<file path="src/rtl/soc_rst_pkg.sv">
// Shared types and helpers for the SoC reset/boot sequencer.
// Holds the sequencer state encoding and the counter width function.
package soc_rst_pkg;

  typedef enum logic [2:0] {
    WAIT_LOCK  = 3'd0,
    RELEASE    = 3'd1,
    FETCH_WAIT = 3'd2,
    RUN        = 3'd3,
    SW_HOLD    = 3'd4
  } rst_state_e;

  function automatic int cnt_width(
    input int a,
    input int b,
    input int c
  );
    int m;
    m = a;
    if (b > m) m = b;
    if (c > m) m = c;
    return $clog2(m) + 1;
  endfunction

endpackage

</file>
<file path="src/rtl/lock_filter.sv">
// Lock synchroniser and debounce filter for the reset sequencer.
// Ports: clk_sys, reset (async high), pll_locked_i -> lock_s, lock_ok.
module lock_filter
  import soc_rst_pkg::*;
#(
  parameter int LOCK_FILTER_CYCLES = 16
) (
  input  logic clk_sys,
  input  logic reset,
  input  logic pll_locked_i,
  output logic lock_s,
  output logic lock_ok
);

  localparam int FW = cnt_width(LOCK_FILTER_CYCLES, 1, 1);
  localparam logic [FW-1:0] FMAX = FW'(LOCK_FILTER_CYCLES);

  logic [1:0]    sync_q;
  logic [1:0]    sync_d;
  logic [FW-1:0] filt_q;
  logic [FW-1:0] filt_d;

  assign lock_s  = sync_q[1];
  assign lock_ok = (filt_q == FMAX);

  always_comb begin
    sync_d = {sync_q[0], pll_locked_i};
    filt_d = filt_q;
    if (!lock_s) begin
      filt_d = '0;
    end else if (filt_q != FMAX) begin
      filt_d = filt_q + FW'(1);
    end
  end

  always_ff @(posedge clk_sys or posedge reset) begin
    if (reset) begin
      sync_q <= '0;
      filt_q <= '0;
    end else begin
      sync_q <= sync_d;
      filt_q <= filt_d;
    end
  end

endmodule

</file>
<file path="src/rtl/soc_reset_sequencer.sv">
// Staged domain reset release and fetch enable sequencer.
// Ports: clk_sys, reset, pll_locked_i, sw_reset_req_i, fetch_hold_i
//   -> domain_rst_n_o, fetch_enable_o, ready_o, state_o, lock_loss_cnt_o.
module soc_reset_sequencer
  import soc_rst_pkg::*;
#(
  parameter int NUM_DOMAINS        = 2,
  parameter int LOCK_FILTER_CYCLES = 16,
  parameter int STAGE_DELAY        = 64,
  parameter int FETCH_DELAY        = 32,
  parameter int LOSS_CNT_W         = 8
) (
  input  logic                   clk_sys,
  input  logic                   reset,
  input  logic                   pll_locked_i,
  input  logic                   sw_reset_req_i,
  input  logic                   fetch_hold_i,
  output logic [NUM_DOMAINS-1:0] domain_rst_n_o,
  output logic                   fetch_enable_o,
  output logic                   ready_o,
  output logic [2:0]             state_o,
  output logic [LOSS_CNT_W-1:0]  lock_loss_cnt_o
);

  localparam int CW  = cnt_width(STAGE_DELAY, FETCH_DELAY,
                                 LOCK_FILTER_CYCLES);
  localparam int SGW = (NUM_DOMAINS > 1) ? $clog2(NUM_DOMAINS) : 1;

  localparam logic [CW-1:0]  STG_LAST = CW'(STAGE_DELAY - 1);
  localparam logic [CW-1:0]  FET_LAST = CW'(FETCH_DELAY - 1);
  localparam logic [SGW-1:0] DOM_LAST = SGW'(NUM_DOMAINS - 1);

  logic lock_s;
  logic lock_ok;

  lock_filter #(
    .LOCK_FILTER_CYCLES(LOCK_FILTER_CYCLES)
  ) u_lock_filter (
    .clk_sys     (clk_sys),
    .reset       (reset),
    .pll_locked_i(pll_locked_i),
    .lock_s      (lock_s),
    .lock_ok     (lock_ok)
  );

  rst_state_e            state_q, state_d;
  logic [CW-1:0]         cnt_q, cnt_d;
  logic [SGW-1:0]        stage_q, stage_d;
  logic [NUM_DOMAINS-1:0] dom_q, dom_d;
  logic                  fen_q, fen_d;
  logic                  rdy_q, rdy_d;
  logic [LOSS_CNT_W-1:0] loss_q, loss_d;

  logic lost;
  logic sw_go;

  assign lost  = (state_q != WAIT_LOCK) && !lock_s;
  assign sw_go = sw_reset_req_i &&
                 ((state_q == RELEASE) ||
                  (state_q == FETCH_WAIT) ||
                  (state_q == RUN));

  always_comb begin
    state_d = state_q;
    cnt_d   = cnt_q;
    stage_d = stage_q;
    dom_d   = dom_q;
    fen_d   = fen_q;
    rdy_d   = rdy_q;
    loss_d  = loss_q;
    if (lost) begin
      state_d = WAIT_LOCK;
      cnt_d   = '0;
      stage_d = '0;
      dom_d   = '0;
      fen_d   = 1'b0;
      rdy_d   = 1'b0;
      if (loss_q != {LOSS_CNT_W{1'b1}}) begin
        loss_d = loss_q + LOSS_CNT_W'(1);
      end
    end else if (sw_go) begin
      state_d = SW_HOLD;
      cnt_d   = '0;
      stage_d = '0;
      dom_d   = '0;
      fen_d   = 1'b0;
      rdy_d   = 1'b0;
    end else begin
      unique case (state_q)
        WAIT_LOCK: begin
          dom_d = '0;
          fen_d = 1'b0;
          rdy_d = 1'b0;
          if (lock_ok) begin
            state_d = RELEASE;
            cnt_d   = '0;
            stage_d = '0;
          end
        end
        RELEASE: begin
          if (cnt_q == STG_LAST) begin
            cnt_d = '0;
            for (int i = 0; i < NUM_DOMAINS; i++) begin
              if (stage_q == SGW'(i)) dom_d[i] = 1'b1;
            end
            if (stage_q == DOM_LAST) begin
              state_d = FETCH_WAIT;
              stage_d = '0;
            end else begin
              stage_d = stage_q + SGW'(1);
            end
          end else begin
            cnt_d = cnt_q + CW'(1);
          end
        end
        FETCH_WAIT: begin
          if (cnt_q == FET_LAST) begin
            state_d = RUN;
            cnt_d   = '0;
            rdy_d   = 1'b1;
            fen_d   = !fetch_hold_i;
          end else begin
            cnt_d = cnt_q + CW'(1);
          end
        end
        RUN: begin
          rdy_d = 1'b1;
          fen_d = !fetch_hold_i;
        end
        SW_HOLD: begin
          // Lock is still good here, so skip the filter.
          if (cnt_q == STG_LAST) begin
            state_d = RELEASE;
            cnt_d   = '0;
            stage_d = '0;
          end else begin
            cnt_d = cnt_q + CW'(1);
          end
        end
        default: begin
          state_d = WAIT_LOCK;
          cnt_d   = '0;
          stage_d = '0;
          dom_d   = '0;
          fen_d   = 1'b0;
          rdy_d   = 1'b0;
        end
      endcase
    end
  end

  always_ff @(posedge clk_sys or posedge reset) begin
    if (reset) begin
      state_q <= WAIT_LOCK;
      cnt_q   <= '0;
      stage_q <= '0;
      dom_q   <= '0;
      fen_q   <= 1'b0;
      rdy_q   <= 1'b0;
      loss_q  <= '0;
    end else begin
      state_q <= state_d;
      cnt_q   <= cnt_d;
      stage_q <= stage_d;
      dom_q   <= dom_d;
      fen_q   <= fen_d;
      rdy_q   <= rdy_d;
      loss_q  <= loss_d;
    end
  end

  assign domain_rst_n_o  = dom_q;
  assign fetch_enable_o  = fen_q;
  assign ready_o         = rdy_q;
  assign state_o         = state_q;
  assign lock_loss_cnt_o = loss_q;

endmodule

</file>
<file path="config.mk">
export PLATFORM = sky130hd
export DESIGN_NAME = soc_reset_sequencer
export DESIGN_NICKNAME = d
export VERILOG_FILES = /design/src/rtl/soc_rst_pkg.sv /design/src/rtl/lock_filter.sv /design/src/rtl/soc_reset_sequencer.sv
export SDC_FILE = /design/constraint.sdc
export NUM_CORES = 1
export LEC_CHECK = 0
export ABC_CLOCK_PERIOD_IN_PS = 2100
export CAP_MARGIN = 0
export CORE_MARGIN = 2
export CORE_UTILIZATION = 35
export DETAILED_ROUTE_END_ITERATION = 8
export PLACE_DENSITY = 0.61
export REMOVE_ABC_BUFFERS = 1
export SYNTH_ARGS = -nofsm -noshare
export SYNTH_HDL_FRONTEND = slang
export SYNTH_HIERARCHICAL = 1
export SYNTH_SLANG_ARGS = --single-unit
</file>
<file path="constraint.sdc">
create_clock -name clk_sys -period 2.1 [get_ports clk_sys]
set_input_delay 0.42 -clock clk_sys [delete_from_list [all_inputs] [get_ports clk_sys]]
set_output_delay 0.42 -clock clk_sys [all_outputs]
set_load 0.02 [all_outputs]
</file>
==> results by group, run 1 <==
Setup path
  • Critical path startpoint category: flip-flop
  • Worst reg2reg path depth: 6
  • RR Endpoint: state_o[0]$_DFFE_PP0P_
  • Largest fanout of any net on the critical path: 9
  • Required time reported for the critical path endpoint: 2260 ps
  • Crit path kind: reg2reg
  • Nature of the critical path endpoint: flip-flop
  • Reg-to-reg setup timing slack: 150 ps
  • Endpoint arrival time on the critical path: 2100 ps
  • RR Startpoint: cnt_q[0]$_DFFE_PP0P_

Logic synthesis
  • Most used standard cells in the synthesized netlist: 30 x sky130_fd_sc_hd__dfrtp_1, 22 x sky130_fd_sc_hd__nand2_1, 9 x sky130_fd_sc_hd__inv_1, 9 x sky130_fd_sc_hd__nor2_1, 8 x sky130_fd_sc_hd__o21ai_0
  • Largest area contributor in the synthesized netlist: sky130_fd_sc_hd__dfrtp_1
  • Average footprint of a synthesized cell: 9.892 um2
  • Cell count after synthesis: 170
  • Top-count cell post-synth: sky130_fd_sc_hd__dfrtp_1
  • Number of synthesized flops with an enable pin: 0
  • Dominant register cell in the synthesized netlist: sky130_fd_sc_hd__dfrtp_1
  • Asr flop ratio synth: 100.0%
  • Number of distinct library cells after synthesis: 47
  • Warning count from the yosys run: 6
  • Total standard cell area after synthesis: 1682 um2
  • Yosys top cell area share: 44.64%
  • Post-synthesis register bit count: 30
  • Ranking of synthesized cells by area: sky130_fd_sc_hd__dfrtp_1 45%, sky130_fd_sc_hd__nand2_1 4.9%, sky130_fd_sc_hd__xnor2_1 3.1%
  • Sequential share of the synthesized area: 44.64%

Global routing
  • Remaining Overflow, GRT: 0
  • Number of global-route vias before repair: 1,215
  • First-pass GRT wire length: 5651 um
  • Antenna violations before repair: 0
  • GRT Resource Usage Total: 13.55%
  • Pin count of the biggest net entering global routing: 24

Power and ir drop
  • Proportion of power drawn by combinational gates: 35.1%
  • Power density normalized to cell area: 893.3 nW/um2
  • Total net switching power: 0.6408 mW
  • Tot Pwr: 1.839 mW
  • Total internal power: 1.198 mW
  • Standby leakage power: 0.8699 nW
  • Clock network fraction of design power: 22.8%
  • Sequential fraction of design power: 42.2%
  • Sw Share: 34.85%
  • Worst voltage drop across the vdd grid: 0.0005115 V

Job
  • Max-capacitance violation count: 0

Floorplanning
  • Die height: 73.32 um
  • Area of the die: 5375 um2
  • Initial Util: 35.84%
  • Number of top-level pins: 20
  • Core ar.: 4692 um2
  • Cell row count: 25
  • Horiz. Die Dim: 73.32 um

Clocking
  • CTS H-Tree Depth: 2
  • Buffer cell driving the clock tree root: sky130_fd_sc_hd__clkbuf_8
  • Number of hold buffers added after CTS: 0
  • Clock-pin slew on the worst setup and hold paths: 60 ps
  • CTS Buf Count: 5
  • Later-pin clock latency in the skew report: 270 ps
  • TritonCTS clock tree: done
  • Maximum buffer depth of the clock tree: 2
  • Clock sink count: 30

STA
  • Maximum achievable frequency: 513.0 MHz
  • Post-Route Setup TNS: 0 ps
  • Final-report max-slew violation count: 0
  • Final setup skew: 3.117 ps
  • Setup repair after global routing missed its margin: false
  • Count of endpoints failing hold in the final timing report: 0
  • Final setup fails: 0
  • Final period util: 92.83%
  • Minimum clock period: 1949 ps
  • Relative slew slack: 75.44%
  • Slew at the pin closest to its max-slew limit: 363.5 ps
  • Tightest hold margin: 352.7 ps

Drt
  • DRC viols: 0
  • Router iterations before antenna repair: 4
  • DRT iter0 DRCs: 64
  • Average routed wire per standard cell: 12.96 um
  • Vias after detailed routing: 1,308
  • Final routed wirelength across all metal layers: 3291 um
  • Remaining antenna violation count: 0
  • Average via count per standard cell: 5.150

Hold path
  • Depth of the worst hold-timing path: 0
  • Source of the worst hold timing path: u_lock_filter/sync_q[0]$_DFF_PP0_
  • Type of the tightest min-delay check: reg2reg
  • Hold Crit Endpoint: u_lock_filter/sync_q[1]$_DFF_PP0_

Finish
  • Fraction of final layout cells sized beyond drive strength 1: 15.00%
  • Antenna Cells: 0
  • Final standard cell utilization of the core: 43.87%
  • Number of nets in the final layout: 209
  • Growth of design area from synthesis to finish: 22.40%
  • Filler Cell Count: 463

Placement
  • Number of buffers inserted by port buffering: 19
  • Estimated wirelength of the detail-placed design: 2467 um
  • GP Congestion: 0.8143

Outcome
  • Run status: complete, no violations
==> state kept, by name, summed over array words and instances, names as in the netlist <==
register / count
domain_rst_n_o: 2
cnt_q: 7
ready_o: 1
u_lock_filter/sync_q: 2
state_o: 3
stage_q: 1
lock_loss_cnt_o: 8
u_lock_filter/filt_q: 5
fetch_enable_o: 1
==> layout make-up <==
cell class,instances,area [um2],area share [%]
inverter,9,33.78,1.641
timing repair buffer,28,257.7,12.52
tap,54,67.56,3.283
multi-input combinational,126,869.6,42.25
clock buffer,7,76.32,3.708
sequential,30,753.2,36.60
==> power groups by stage <==
stage               clock network (mW)  logic [mW]  registers (mW)
floorplan                            0       0.348           0.831
global placement                     0       0.644           0.785
detailed placement                   0       0.648           0.785
CTS                              0.435       0.653           0.775
global route                     0.467       0.713           0.795
finish                           0.419       0.645           0.775
==> cell families (layout without fill, tap and decap cells) <==
family / count (synthesis) / in the layout / synth area share (%)
adder cells (fa/ha/maj): 4 / 4 / 2.976
XOR/XNOR: 9 / 9 / 4.688
buffers and inverters: 14 / 44 / 3.646
AND/OR/NAND/NOR: 69 / 69 / 23.29
flip-flops: 30 / 30 / 44.64
AO/OA/AOI/OAI: 37 / 37 / 16.44
multiplexers: 7 / 7 / 4.315
==> worst max-delay path, stage by stage, from the launching register on <==
cell	delay [ps]
sky130_fd_sc_hd__dfrtp_1	380
sky130_fd_sc_hd__ha_1	280
sky130_fd_sc_hd__nand4_4	210
sky130_fd_sc_hd__o31ai_2	280
sky130_fd_sc_hd__o21ai_1	120
sky130_fd_sc_hd__a211oi_2	230
sky130_fd_sc_hd__mux2_1	330
==> worst max-delay path by stage <==
stage / start / end / slack, ps / depth (start not counted)
3_5_place_dp: sw_reset_req_i / cnt_q[6]$_DFFE_PP0P_ / 100 / 6
5_1_grt: cnt_q[1]$_DFFE_PP0P_ / state_o[0]$_DFFE_PP0P_ / 40 / 6
3_3_place_gp: sw_reset_req_i / cnt_q[6]$_DFFE_PP0P_ / 120 / 6
4_1_cts: state_o[1]$_DFFE_PP0P_ / state_o[1] / 50 / 1
2_1_floorplan: u_lock_filter/filt_q[0]$_DFFE_PP0P_ / state_o[0]$_DFFE_PP0P_ / 30 / 7
6_report: cnt_q[0]$_DFFE_PP0P_ / state_o[0]$_DFFE_PP0P_ / 150 / 6
==> cells in the final DEF (no fill, tap or decap), types with 5 or more instances in the layout <==
cell type                         Yosys  routed
sky130_fd_sc_hd__dfrtp_1             30      28
sky130_fd_sc_hd__nand2_1             22      22
sky130_fd_sc_hd__clkdlybuf4s50_1      0      19
sky130_fd_sc_hd__inv_1                9       9
sky130_fd_sc_hd__nor2_1               9       9
sky130_fd_sc_hd__buf_4                1       9
sky130_fd_sc_hd__o21ai_0              8       8
sky130_fd_sc_hd__nand3_1              7       7
sky130_fd_sc_hd__nand2b_1             6       6
sky130_fd_sc_hd__xnor2_1              6       6
sky130_fd_sc_hd__a31oi_1              5       5
sky130_fd_sc_hd__nor3_1               5       5
sky130_fd_sc_hd__mux2i_1              5       5
sky130_fd_sc_hd__clkbuf_8             0       5
==> per-stage QoR <==
stage	setup slack, ps	std cells	cell area (um2)
floorplan	32.54	165	1654
global placement	122.0	247	1979
detailed placement	103.0	247	1979
CTS	51.38	254	2056
global route	37.65	254	2058
finish	150.6	254	2058
==> routing by layer <==
layer	up-vias	share of wire (%)	GRT usage, %
met5	-	0	0
met4	0	1.2	4.848
met3	2	2.9	3.292
met2	19	45	20.22
met1	625	51	19.15
li1	662	-	-
==> timing repair <==
| item | CTS | global route |
|---|---|---|
| gates resized for setup | 0 | 2 |
| setup buffers | 0 | 0 |
| endpoints found under the setup margin | 0 | 2 |
No activity file was read; power rests on OpenSTA's default activity.
==> run 2, diff against run 1 <==
Settings changed: CAP_MARGIN 0 to 20, SYNTH_HIERARCHICAL 1 to not set.
==> run 2 against run 1 <==
Via count up 3.5%. Sequential share of layout area down 0.70 points. Global-route usage up 2.2 points. First-iteration DRC count up 6.3%. Worst hold slack better by 2.7 ps. Non-clock buffer count up 4. Critical endpoint is now state_o[2]. Largest cell class unchanged. Highest routed layer unchanged.
==> results by group, run 2 <==
Outcome
  • Run status: complete, no violations

Setup path
  • Nature of the critical path endpoint: output port
  • Endpoint arrival time on the critical path: 1580 ps
  • Worst reg2reg path depth: 6
  • Worst stage delay on the critical path: 620 ps
  • RR Endpoint: state_o[0]$_DFFE_PP0P_
  • Reg-to-reg setup timing slack: 280 ps
  • Largest fanout of any net on the critical path: 9
  • Required time reported for the critical path endpoint: 1680 ps
  • RR Startpoint: cnt_q[0]$_DFFE_PP0P_
  • Cells along the critical path: buf_4 -> clkdlybuf4s50_1
  • Crit path kind: reg2out
  • Slowest CP cell: sky130_fd_sc_hd__clkdlybuf4s50_1
  • Critical path startpoint category: flip-flop

Finish
  • Leading cell types in the layout, fill and taps excluded: 28 x sky130_fd_sc_hd__dfrtp_1, 19 x sky130_fd_sc_hd__nor2_1, 19 x sky130_fd_sc_hd__clkdlybuf4s50_1
  • Final standard cell utilization of the core: 44.72%
  • FF/Latch Area: 753.2 um2
  • Number of nets in the final layout: 216
  • Max reg flops: 8
  • Fraction of final layout cells sized beyond drive strength 1: 15.87%
  • Filler Cell Count: 456
  • Antenna Cells: 0
  • Footprint of the multi-input gates: 872.1 um2
  • Leading cell type in the layout, fill and taps excluded: sky130_fd_sc_hd__dfrtp_1
  • Growth of design area from synthesis to finish: 23.40%

Logic synthesis
  • Post-synthesis register bit count: 30
  • Combinational family with the most area after synthesis: simple AND/OR/NAND/NOR gates
  • Yosys top cell area share: 44.15%
  • Largest area contributor in the synthesized netlist: sky130_fd_sc_hd__dfrtp_1
  • Synth Area in Compound Gates: 14.28%
  • Simple-gate share of the synthesized area: 26.78%
  • Cell count after synthesis: 176
  • Adder and majority gate portion of the synthesized area: 2.943%
  • Warning count from the yosys run: 0
  • Most used standard cells in the synthesized netlist: 30 x sky130_fd_sc_hd__dfrtp_1, 19 x sky130_fd_sc_hd__nor2_1, 14 x sky130_fd_sc_hd__nand2_1, 13 x sky130_fd_sc_hd__a21oi_1
  • Total standard cell area after synthesis: 1700 um2
  • Number of distinct library cells after synthesis: 43
  • Dominant register cell in the synthesized netlist: sky130_fd_sc_hd__dfrtp_1
  • Number of synthesized flops with an enable pin: 0
  • Average footprint of a synthesized cell: 9.661 um2
  • Post-synthesis xor/xnor area fraction: 6.181%
  • Asr flop ratio synth: 100.0%
  • Multiplexer area fraction after synthesis: 0.6623%
  • Top-count cell post-synth: sky130_fd_sc_hd__dfrtp_1
  • Sequential share of the synthesized area: 44.15%
  • Ranking of synthesized cells by area: sky130_fd_sc_hd__dfrtp_1 44%, sky130_fd_sc_hd__nor2_1 4.2%, sky130_fd_sc_hd__a21oi_1 3.8%

STA
  • Final setup skew: 9.832 ps
  • Post-Route Setup TNS: 0 ps
  • Minimum clock period: 2003 ps
  • Final period util: 95.36%
  • Relative slew slack: 73.98%
  • Maximum achievable frequency: 499.4 MHz
  • Tightest hold margin: 355.4 ps
  • Setup repair after global routing missed its margin: false
  • Final setup fails: 0
  • Slew at the pin closest to its max-slew limit: 389.6 ps
  • Final-report max-slew violation count: 0
  • Count of endpoints failing hold in the final timing report: 0

Placement
  • Estimated wirelength of the detail-placed design: 2623 um
  • GP Congestion: 0.8219
  • Number of buffers inserted by port buffering: 19

Power and ir drop
  • Total net switching power: 0.9015 mW
  • Sw Share: 38.65%
  • Power density normalized to cell area: 1111 nW/um2
  • Tot Pwr: 2.332 mW
  • Proportion of power drawn by combinational gates: 42.2%
  • Sequential fraction of design power: 36.5%
  • Worst voltage drop across the vdd grid: 0.0003360 V
  • Standby leakage power: 0.9100 nW
  • Total internal power: 1.431 mW
  • Clock network fraction of design power: 21.3%

Clocking
  • Buffer cell driving the clock tree root: sky130_fd_sc_hd__clkbuf_8
  • Later-pin clock latency in the skew report: 290 ps
  • Maximum buffer depth of the clock tree: 2
  • Clock-pin slew on the worst setup and hold paths: 70 ps
  • Post CTS Setup Buffer Count: 0
  • TritonCTS clock tree: done
  • Clock sink count: 30
  • CTS H-Tree Depth: 2
  • CTS Buf Count: 5

Hold path
  • Hold Crit Endpoint: u_lock_filter.sync_q[1]$_DFF_PP0_
  • Depth of the worst hold-timing path: 0
  • Source of the worst hold timing path: u_lock_filter.sync_q[0]$_DFF_PP0_
  • Type of the tightest min-delay check: reg2reg

Drt
  • Average via count per standard cell: 5.168
  • Vias after detailed routing: 1,354
  • DRT iter0 DRCs: 68
  • DRC viols: 0
  • Final routed wirelength across all metal layers: 3609 um
  • Average routed wire per standard cell: 13.77 um
  • Router iterations before antenna repair: 4
  • Remaining antenna violation count: 0

Global routing
  • Number of global-route vias before repair: 1,372
  • GRT Resource Usage Total: 15.71%
  • Pin count of the biggest net entering global routing: 31
  • Remaining Overflow, GRT: 0
  • First-pass GRT wire length: 6520 um
  • Antenna violations before repair: 0

Floorplanning
  • Horiz. Die Dim: 73.70 um
  • Initial Util: 36.24%
  • Number of top-level pins: 20
  • Area of the die: 5432 um2
  • Die height: 73.70 um
  • Cell row count: 25
  • Core ar.: 4692 um2

Job
  • Max-capacitance violation count: 0
## run 2: per-layer routing
| metal | GRT usage [%] | share of wire [%] | wire length (um) | up-vias |
|---|---|---|---|---|
| met5 | 0 | 0 | 0 | - |
| met4 | 7.071 | 1.9 | 68 | 0 |
| met3 | 4.664 | 2.9 | 105 | 7 |
| met2 | 23.91 | 46 | 1663 | 19 |
| met1 | 20.48 | 49 | 1772 | 642 |
| li1 | - | - | - | 686 |
## run 2: power by group through the flow
stage	clock, mW	combinational [mW]	sequential (mW)
final	0.497	0.983	0.852
after global routing	0.543	1.09	0.878
after CTS	0.519	0.980	0.855
after detailed placement	0	0.978	0.864
after global placement	0	0.971	0.863
after floorplan	0	0.476	0.960
## run 2: worst max path at each step
stage,start,end,cells past startpoint
floorplan,state_o[2]$_DFFE_PP0P_,cnt_q[3]$_DFFE_PP0P_,5
global placement,sw_reset_req_i,cnt_q[3]$_DFFE_PP0P_,6
detailed placement,sw_reset_req_i,cnt_q[3]$_DFFE_PP0P_,6
CTS,state_o[2]$_DFFE_PP0P_,state_o[2],2
global route,state_o[2]$_DFFE_PP0P_,state_o[2],2
finish,state_o[2]$_DFFE_PP0P_,state_o[2],2
## run 2: cell families (layout without fill, tap and decap cells)
group | Yosys count | in the layout
buffers and inverters | 14 | 46
DFF | 30 | 30
and+or+nand+nor | 79 | 79
AOI/OAI and AO/OA | 36 | 36
xor gates and xnor gates | 12 | 12
muxes | 1 | 1
adders and majority gates | 4 | 4
## run 2: through the flow
stage | setup slack, ps | std cells | instance area, um2
final | 97.40 | 262 | 2098
after CTS | 88.43 | 262 | 2091
after global routing | 44.43 | 262 | 2098
after global placement | 1.854 | 254 | 1993
after detailed placement | -47.62 | 254 | 1993
after floorplan | 242.4 | 168 | 1638
## run 2: area by class of cell
cell class | instances | area share (%)
Clock inverter | 2 | 0.5963
Sequential cell | 30 | 35.90
Clock buffer | 6 | 3.936
Inverter | 6 | 1.073
Timing Repair Buffer | 32 | 13.71
Tap cell | 54 | 3.220
Multi-Input combinational cell | 132 | 41.56
## run 2: what timing repair did
action                     4_1_cts  5_1_grt
hold buffers                     0        0
gates resized for setup          2        1
setup endpoints to repair        2        3
## run 2: worst max-delay path: cells and delay by family (launching register included)
kind / cells / cell delay [ps]
buffers and inverters: 2 / 820
flip-flops: 1 / 470
==> run 3, diff against run 2 <==
Settings changed: DONT_BUFFER_PORTS set to 1, PLACE_DENSITY 0.61 to 0.56, REMOVE_ABC_BUFFERS 1 to not set.
==> run 3 against run 2 <==
Wire length decreased by 4.2%. Combinational power decreased by 28%. Non-clock buffer count decreased by 25. Register-to-register slack got worse by 110 ps. Die area unchanged. Setup slack improved by 70 ps. Sequential power increased by 9.6%. Critical path depth increased by 3. Sequential cell count unchanged. First-iteration DRC count increased by 28%. Worst hold slack got worse by 260 ps. Global-route usage decreased by 1.4 points.
==> results by group, run 3 (synthesized netlist as in run 2, its figures left out) <==
Outcome
  • Run status: complete, no violations

STA
  • Maximum achievable frequency: 517.5 MHz
  • Setup repair after global routing missed its margin: false
  • Final setup skew: 2.763 ps
  • Post-Route Setup TNS: 0 ps
  • Count of endpoints failing hold in the final timing report: 0
  • Relative slew slack: 67.36%
  • Tightest hold margin: 99.57 ps
  • Worst setup margin: 167.6 ps
  • Final-report max-slew violation count: 0
  • Minimum clock period: 1932 ps
  • Slew at the pin closest to its max-slew limit: 489.6 ps
  • Final setup fails: 0
  • Final period util: 92.02%

Clocking
  • Later-pin clock latency in the skew report: 280 ps
  • Maximum buffer depth of the clock tree: 2
  • Buffer cell driving the clock tree root: sky130_fd_sc_hd__clkbuf_8
  • CTS H-Tree Depth: 2
  • Clock-pin slew on the worst setup and hold paths: 60 ps
  • Post CTS Setup Buffer Count: 0
  • CTS Buf Count: 5
  • Clock sink count: 30
  • TritonCTS clock tree: done

Floorplanning
  • Cell row count: 25
  • Number of top-level pins: 20
  • Area of the die: 5432 um2
  • Die height: 73.70 um
  • Initial Util: 36.24%
  • Horiz. Die Dim: 73.70 um
  • Core ar.: 4692 um2

Placement
  • GP Congestion: 0.8557
  • Number of instances in the placed design: 229
  • Setup Slack @ Placement: 192.7 ps
  • Estimated wirelength of the detail-placed design: 2552 um
  • Number of buffers inserted by port buffering: 0

Job
  • Max-capacitance violation count: 0

Logic synthesis
  • Synth Net Count: 185

Setup path
  • Cells along the critical path: nor4b_2 -> or3_1 -> o311ai_2 -> or3_1 -> nand3_1
  • Worst reg2reg path depth: 5
  • Worst stage delay on the critical path: 550 ps
  • Slowest CP cell: sky130_fd_sc_hd__dfrtp_1
  • Critical path startpoint category: flip-flop
  • Cell with the most instances on the worst path: sky130_fd_sc_hd__or3_1
  • Crit path kind: reg2reg
  • Endpoint arrival time on the critical path: 2140 ps
  • Largest fanout of any net on the critical path: 14
  • Required time reported for the critical path endpoint: 2310 ps
  • Nature of the critical path endpoint: flip-flop

Drt
  • Vias after detailed routing: 1,319
  • Final routed wirelength across all metal layers: 3459 um
  • DRC viols: 0
  • Remaining antenna violation count: 0
  • Average routed wire per standard cell: 14.59 um
  • DRT iter0 DRCs: 87
  • Router iterations before antenna repair: 4
  • Average via count per standard cell: 5.565

Finish
  • Final cell count without fillers: 237
  • Leading cell types in the layout, fill and taps excluded: 29 x sky130_fd_sc_hd__dfrtp_1, 19 x sky130_fd_sc_hd__nor2_1, 14 x sky130_fd_sc_hd__nand2_1
  • Leading cell type in the layout, fill and taps excluded: sky130_fd_sc_hd__dfrtp_1
  • Number of nets in the final layout: 191
  • Growth of design area from synthesis to finish: 9.493%
  • Final standard cell utilization of the core: 39.68%
  • Fraction of final layout cells sized beyond drive strength 1: 14.21%
  • Max reg flops: 8
  • Antenna Cells: 0

Power and ir drop
  • Power density normalized to cell area: 1139 nW/um2
  • Standby leakage power: 0.8126 nW
  • Worst voltage drop across the vdd grid: 0.0006673 V

Global routing
  • Routing usage on met1: 19.39%
  • Antenna violations before repair: 0
  • Number of global-route vias before repair: 1,255
  • GRT Resource Usage Total: 14.34%
  • Met2 usage: 20.73%
  • Pin count of the biggest net entering global routing: 31
  • Met3 Track Usage GR: 4.390%
  • First-pass GRT wire length: 5927 um
  • Most Crowded Layer GR: met2
  • Remaining Overflow, GRT: 0

Hold path
  • Type of the tightest min-delay check: in2async
==> run 3: path summary, 6_finish.rpt <==
path                                                   startpoint                                 to  slack [ps]
worst min register to register  u_lock_filter.sync_q[0]$_DFF_PP0_  u_lock_filter.sync_q[1]$_DFF_PP0_         360
worst max register to register             state_o[0]$_DFFE_PP0P_               cnt_q[3]$_DFFE_PP0P_         170
min in group clk_sys                                 pll_locked_i  u_lock_filter.sync_q[0]$_DFF_PP0_         170
worst min-delay path                                        reset     lock_loss_cnt_o[1]$_DFFE_PP0P_         100
max in group asynchronous                                   reset             state_o[2]$_DFFE_PP0P_        1710
worst max-delay path                       state_o[0]$_DFFE_PP0P_               cnt_q[3]$_DFFE_PP0P_         170
==> run 3: final cells by class <==
class / count / area (um2)
flip-flops and latches: 30 / 752.0
inverters: 6 / 22.52
multi-input cells: 132 / 872.1
well taps: 54 / 67.56
repair buffers: 7 / 52.55
fillers: 466 / 2830
clock buffers: 6 / 82.58
clock inverters: 2 / 12.51
==> run 3: through the flow <==
stage | power [mW] | cell area (um2)
final | 2.121 | 1862
after global routing | 2.288 | 1862
after CTS | 2.134 | 1853
after detailed placement | 1.645 | 1758
after global placement | 1.629 | 1758
after floorplan | 1.529 | 1700
==> run 3: timing repair <==
item,4_1_cts,5_1_grt
setup endpoints to repair,0,2
hold endpoints to repair,0,0
resized for setup,0,2
hold buffers,0,0
==> run 3: power breakdown <==
| group | total, mW | leakage, nW | switching, mW | internal (mW) |
|---|---|---|---|---|
| Sequential | 0.934 | 0.396 | 0.253 | 0.681 |
| Combinational | 0.709 | 0.369 | 0.395 | 0.314 |
| Clock | 0.477 | 0.0472 | 0.214 | 0.263 |
| Total | 2.12 | 0.813 | 0.863 | 1.26 |
==> run 3: layer usage <==
layer	up-vias	share of wire, %	routed length, um
met3	4	4.9	171
met4	0	1.2	42
met1	645	48	1646
met5	-	0	0
li1	644	-	-
met2	26	46	1598
==> run 3: worst max-delay path: cells and delay by family (launching register included) <==
| family | cells | cell delay (ps) |
|---|---|---|
| flops | 1 | 550 |
| simple gates | 4 | 1140 |
| compound gates | 1 | 160 |
